$ cat config.mk
export PLATFORM = sky130hd
export DESIGN_NAME = rw_burst_fsm
export DESIGN_NICKNAME = d
export VERILOG_FILES = /design/src/rtl/rw_pkg.sv /design/src/rtl/rw_retry_ctr.sv /design/src/rtl/rw_burst_fsm.sv
export SDC_FILE = /design/constraint.sdc
export NUM_CORES = 1
export LEC_CHECK = 0
export ABC_AREA = 1
export CORE_MARGIN = 2
export CORE_UTILIZATION = 37
export CTS_BUF_LIST = sky130_fd_sc_hd__clkbuf_16
export CTS_CLUSTER_DIAMETER = 100
export DETAILED_ROUTE_END_ITERATION = 7
export PLACE_DENSITY = 0.77
export SETUP_SLACK_MARGIN = 0.4
export SYNTH_ARGS = -nofsm -noshare
export SYNTH_HDL_FRONTEND = slang
export SYNTH_HIERARCHICAL = 1
export SYNTH_SLANG_ARGS = --single-unit
$ cat constraint.sdc
create_clock -name clk -period 1.3 [get_ports clk]
set_input_delay 0.26 -clock clk [delete_from_list [all_inputs] [get_ports clk]]
set_output_delay 0.26 -clock clk [all_outputs]
set_load 0.005 [all_outputs]
$ cat src/rtl/rw_pkg.sv
// Shared types for the burst read/write transaction FSM.
package rw_pkg;

   // Controller states: page addressing, write data hand-off, write OUT, read IN
   typedef enum logic [2:0] {
      IDLE  = 3'd0,
      ADDR  = 3'd1,
      WDATA = 3'd2,
      WOUT  = 3'd3,
      RIN   = 3'd4
   } rw_state_e;

   // Direction of the request latched in IDLE
   typedef enum logic {
      OP_READ  = 1'b0,
      OP_WRITE = 1'b1
   } rw_op_e;

   // Width of a counter that must hold 0..max_val; never narrower than one bit
   function automatic int cnt_width(input int max_val);
      return (max_val > 0) ? $clog2(max_val + 1) : 1;
   endfunction

endpackage

$ cat src/rtl/rw_retry_ctr.sv
// Per-transaction retry counter: counts failed attempts and saturates at MAX_RETRY.
module rw_retry_ctr
   import rw_pkg::*;
#(
   parameter  int MAX_RETRY = 3,
   localparam int CNT_W     = cnt_width(MAX_RETRY)
) (
   input  logic             clk,
   input  logic             rst,
   input  logic             clr,
   input  logic             fail,
   output logic [CNT_W-1:0] count,
   output logic             exhausted
);

   localparam logic [CNT_W-1:0] MAX_C = CNT_W'(MAX_RETRY);

   logic [CNT_W-1:0] count_reg;

   // Clear wins over a failure in the same cycle; never count past the limit
   always_ff @(posedge clk) begin
      if (rst) begin
         count_reg <= '0;
      end else if (clr) begin
         count_reg <= '0;
      end else if (fail && (count_reg != MAX_C)) begin
         count_reg <= count_reg + 1'b1;
      end
   end

   assign count     = count_reg;
   assign exhausted = (count_reg == MAX_C);

endmodule

$ cat src/rtl/rw_burst_fsm.sv
// Burst read/write request controller: addresses a memory page with an OUT
// transaction, then moves 1..BURST_MAX words using IN (read) or OUT (write)
// transactions, retrying each failed transaction up to MAX_RETRY times.
module rw_burst_fsm
   import rw_pkg::*;
#(
   parameter  int DATA_W    = 64,
   parameter  int PAGE_W    = 16,
   parameter  int BURST_MAX = 4,
   parameter  int MAX_RETRY = 3,
   localparam int LEN_W     = $clog2(BURST_MAX + 1)
) (
   input  logic              clk,
   input  logic              rst,
   input  logic              read,
   input  logic              write,
   input  logic [LEN_W-1:0]  burst_len,
   input  logic [PAGE_W-1:0] mempage,
   input  logic [DATA_W-1:0] wr_data,
   input  logic              wr_valid,
   output logic              wr_ready,
   input  logic [DATA_W-1:0] data_from_device,
   input  logic              success,
   input  logic              failure,
   output logic [DATA_W-1:0] data_to_device,
   output logic              in_trans,
   output logic              out_trans,
   output logic [DATA_W-1:0] rd_data,
   output logic              rd_valid,
   output logic              busy,
   output logic              done,
   output logic              ok
);

   localparam int               CNT_W       = cnt_width(MAX_RETRY);
   localparam logic [CNT_W-1:0] MAX_C       = CNT_W'(MAX_RETRY);
   localparam logic [LEN_W-1:0] BURST_MAX_L = LEN_W'(BURST_MAX);

   rw_state_e         state_reg,     state_next;
   rw_op_e            op_reg,        op_next;
   logic [LEN_W-1:0]  len_reg,       len_next;
   logic [LEN_W-1:0]  beat_reg,      beat_next;
   logic [DATA_W-1:0] dtd_reg,       dtd_next;
   logic [DATA_W-1:0] rd_data_reg,   rd_data_next;
   logic              ok_reg,        ok_next;
   logic              out_trans_reg, out_trans_next;
   logic              in_trans_reg,  in_trans_next;
   logic              rd_valid_reg,  rd_valid_next;
   logic              done_reg,      done_next;

   logic              retry_clr;
   logic              retry_fail;
   logic [CNT_W-1:0]  retry_cnt;
   logic              retry_exhausted;
   logic [LEN_W-1:0]  beat_inc;
   logic              last_beat;

   assign beat_inc  = beat_reg + 1'b1;
   assign last_beat = (beat_inc == len_reg);

   rw_retry_ctr #(
      .MAX_RETRY (MAX_RETRY)
   ) u_retry_ctr (
      .clk       (clk),
      .rst       (rst),
      .clr       (retry_clr),
      .fail      (retry_fail && (retry_cnt != MAX_C)),
      .count     (retry_cnt),
      .exhausted (retry_exhausted)
   );

   // State and all registered outputs; reset drops everything without a done pulse
   always_ff @(posedge clk) begin
      if (rst) begin
         state_reg     <= IDLE;
         op_reg        <= OP_READ;
         len_reg       <= '0;
         beat_reg      <= '0;
         dtd_reg       <= '0;
         rd_data_reg   <= '0;
         ok_reg        <= 1'b0;
         out_trans_reg <= 1'b0;
         in_trans_reg  <= 1'b0;
         rd_valid_reg  <= 1'b0;
         done_reg      <= 1'b0;
      end else begin
         state_reg     <= state_next;
         op_reg        <= op_next;
         len_reg       <= len_next;
         beat_reg      <= beat_next;
         dtd_reg       <= dtd_next;
         rd_data_reg   <= rd_data_next;
         ok_reg        <= ok_next;
         out_trans_reg <= out_trans_next;
         in_trans_reg  <= in_trans_next;
         rd_valid_reg  <= rd_valid_next;
         done_reg      <= done_next;
      end
   end

   // Next-state and next-output decode; pulses default low, data holds
   always_comb begin
      state_next     = state_reg;
      op_next        = op_reg;
      len_next       = len_reg;
      beat_next      = beat_reg;
      dtd_next       = dtd_reg;
      rd_data_next   = rd_data_reg;
      ok_next        = ok_reg;
      out_trans_next = 1'b0;
      in_trans_next  = 1'b0;
      rd_valid_next  = 1'b0;
      done_next      = 1'b0;
      retry_clr      = 1'b0;
      retry_fail     = 1'b0;

      case (state_reg)
         IDLE: begin
            if (read || write) begin
               op_next   = read ? OP_READ : OP_WRITE;
               len_next  = burst_len;
               beat_next = '0;
               retry_clr = 1'b1;
               ok_next   = 1'b0;
               if ((burst_len == '0) || (burst_len > BURST_MAX_L)) begin
                  // Out-of-range length: answer immediately, no bus activity
                  done_next = 1'b1;
               end else begin
                  state_next     = ADDR;
                  out_trans_next = 1'b1;
                  dtd_next       = DATA_W'(mempage);
               end
            end
         end

         WDATA: begin
            if (wr_valid) begin
               dtd_next       = wr_data;
               out_trans_next = 1'b1;
               state_next     = WOUT;
            end
         end

         ADDR, WOUT, RIN: begin
            // failure dominates success when both arrive together
            if (failure) begin
               if (retry_exhausted) begin
                  done_next  = 1'b1;
                  ok_next    = 1'b0;
                  state_next = IDLE;
               end else begin
                  // Relaunch the same transaction; payload register is untouched
                  retry_fail = 1'b1;
                  if (state_reg == RIN) begin
                     in_trans_next = 1'b1;
                  end else begin
                     out_trans_next = 1'b1;
                  end
               end
            end else if (success) begin
               retry_clr = 1'b1;
               case (state_reg)
                  ADDR: begin
                     if (op_reg == OP_READ) begin
                        state_next    = RIN;
                        in_trans_next = 1'b1;
                     end else begin
                        state_next = WDATA;
                     end
                  end
                  WOUT: begin
                     beat_next = beat_inc;
                     if (last_beat) begin
                        done_next  = 1'b1;
                        ok_next    = 1'b1;
                        state_next = IDLE;
                     end else begin
                        state_next = WDATA;
                     end
                  end
                  RIN: begin
                     rd_data_next  = data_from_device;
                     rd_valid_next = 1'b1;
                     beat_next     = beat_inc;
                     if (last_beat) begin
                        done_next  = 1'b1;
                        ok_next    = 1'b1;
                        state_next = IDLE;
                     end else begin
                        in_trans_next = 1'b1;
                     end
                  end
                  default: begin
                  end
               endcase
            end
         end

         default: begin
            state_next = IDLE;
         end
      endcase
   end

   assign wr_ready       = (state_reg == WDATA);
   assign busy           = (state_reg != IDLE);
   assign data_to_device = dtd_reg;
   assign rd_data        = rd_data_reg;
   assign out_trans      = out_trans_reg;
   assign in_trans       = in_trans_reg;
   assign rd_valid       = rd_valid_reg;
   assign done           = done_reg;
   assign ok             = ok_reg;

endmodule

==> flow_summary.toml <==
[critical_path]
crit_required_ns = 1.61
crit_path_start_kind = "flop"
path_class = "reg -> reg"
cp_max_fo = 56
cp.arrival_ns = 2.05
cp-end-kind = "flop"

[synth]
seq_area_frac_synth_pct = 48.9
synth_warnings = 6
syn_area_um2 = 5940
synth_cell_types = 31
synth-seq-cells = 145
synthCells = 778
synthesis.nets = 934
avgSynthCellArea_um2 = 7.64

[cells_and_area]
final_nets = 1310
nFillCells = 1084
antenna_cells = 0
drive_gt1_share_pct = 53.7
syn2layout_area_growth_pct = 98.2
finalNonFillerCells = 1382

[run]
drv_cap = 0

[route]
top_layer = "met4"
viasPerCell = 5.02
num_vias = 6942
drc = 0
met3_length_um = 2160
met2_length_um = 13200
drtPass1Iterations = 5
wl_per_cell_um = 18.4
drt-met1-wl_um = 9310
drtIter0Drc = 321
wl_um = 25400
ant_nets = 0

[hold_path]
hp-class = "in -> reg"

[clock_tree]
cts_tree = "done"
clk_latency_ns = 0.42
ctsHoldBuffers = 0
numCtsBuffers = 17
ctsLongestPathBuffers = 2
root_buffer = "clkbuf_16"
clk_pin_slew_ns = 0.06
clock-sinks = 145
h-tree-depth = 4

[power]
powerDensity_nw_per_um2 = 1540
p_leak_nw = 4.96
ir_drop_mv = 0.967

[die]
core-area_um2 = 15800
dieHeight_um = 131
rows = 46
ios = 289
dieArea_um2 = 17100
die_width_um = 131
initial_core_util_pct = 37.7

[timing]
slew_headroom_pct = 73.9
hold_viol = 0
layout_setup_ws_ns = -0.439
max_slew.worst_pin.slew_ns = 0.391
fmax_mhz = 575
fin_crit_sh_pct = 134
setup_viol = 143
rsz0062_at_grt = "true"
final_max_slew_viol_count = 0
skew_ns = 0.00739
fin_crit_ns = 1.74

[global_route]
grt_pass1_vias = 6564
grt_max_degree = 57
grt.total_usage_pct = 25.7
grt_pass1_wl_um = 33900
grt_overflow = 0
antenna_found_initial = 0

[placement]
io_buffer_count = 288
dp_hpwl_um = 14000
routabilityCongestion = 0.803
dp_cells = 1281
dp_slack_ns = -0.636

[outcome]
violations = "setup timing"
status = "complete, but fails checks"
[what timing repair did]
item | 4_1_cts | 5_1_grt
setup endpoints to repair | 280 | 280
cloned | 11 | 15
pin swaps | 34 | 39
gates resized for setup | 856 | 149
buffers inserted | 25 | 19
[final cells by class]
type | instances | area [um^2] | area share [%]
clock buffer | 17 | 425 | 3.61
clock inverter | 14 | 174 | 1.48
inverter | 31 | 146 | 1.24
multi-input combinational | 552 | 3320 | 28.2
sequential | 145 | 3070 | 26.1
tap | 216 | 270 | 2.29
timing repair buffer | 405 | 4350 | 36.9
timing repair inverter | 2 | 20.0 | 0.170
[per-layer routing]
layer | GRT usage, % | vias up
li1 | - | 3264
met1 | 28.9 | 3325
met2 | 45.4 | 300
met3 | 8.96 | 53
met4 | 8.89 | 0
met5 | 0 | -
[final timing paths]
kind                      startpoint                  to  cells past startpoint  slack, ns
hold reg to reg   data_to_device[19]  data_to_device[19]                      2       0.46
hold / removal          burst_len[0]          len_reg[0]                      3       0.18
setup reg to reg        state_reg[2]   data_to_device[1]                     10      -0.44
setup / recovery        state_reg[2]   data_to_device[1]                     10      -0.44
[cells in the mapped netlist, drive strengths merged]
library cell,instances,area share [%]
nand4,1,0.11
nand3,62,8.9
ha,2,0.42
o21ai,88,7.7
clkinv,1,0.15
and3,1,0.11
a21oi,58,4.9
a22oi,1,0.13
o22ai,1,0.11
o31ai,1,0.13
nand3b,1,0.13
o21bai,1,0.13
nor3,1,0.084
inv,30,1.9
nand2,147,9.4
nor2,186,12
buf,27,3.4
clkbuf,23,1.5
dfxtp,145,49
a211oi,1,0.13
[logic make-up (layout without fill, tap and decap cells)]
group | after synthesis | after routing | share of synthesized area (%)
simple gates | 399 | 399 | 30.6
flops | 145 | 145 | 48.9
compound gates | 151 | 151 | 13.2
buf+inv | 81 | 469 | 6.93
fa+ha+maj | 2 | 2 | 0.421
[power by group]
part	leakage [nW]	switching (mW)	internal (mW)
sequential	1.24	0.323	4.98
combinational	3.42	3.75	3.95
clock	0.294	1.93	3.16
[placed cells by master (no fill, tap or decap), types with 8 or more instances in the layout]
master,instances
buf_12,26
inv_2,8
o21ai_2,11
o21ai_0,44
nand2_4,10
nand2_1,119
nor2_1,122
a21oi_2,40
clkbuf_16,29
clkdlybuf4s50_1,151
o21ai_1,30
nand3_2,45
dfxtp_2,132
nor2_4,30
nand2_2,18
buf_4,49
a21oi_1,18
nor2_2,34
inv_1,21
nand3_1,15
buf_2,66
buf_6,85
buf_16,10
dfxtp_1,12
[worst max-delay path, stage by stage (launching register included)]
cell	delay, ns
dfxtp_2	0.33
inv_2	0.07
nand2_4	0.06
buf_6	0.12
nor2_4	0.18
inv_4	0.06
o21ai_4	0.14
nand2_4	0.12
buf_12	0.21
o21ai_1	0.21
nor2_1	0.09
[stage by stage]
stage               setup TNS [ns]  utilization, %  total power, mW  hold slack [ns]  cell area (um^2)
finish                      -44.57            74.7             18.1            0.182             11800
global route                -53.61            74.7             18.9            0.218             11800
CTS                         -26.55            68.4             16.9            0.238             10800
detailed placement          -64.48            59.5             10.6            0.437              9380
global placement            -59.76            59.5             10.5            0.435              9380
floorplan                    -4.82               -             8.13            0.351              6050
Note: power is estimated with default switching activity, not from simulation.
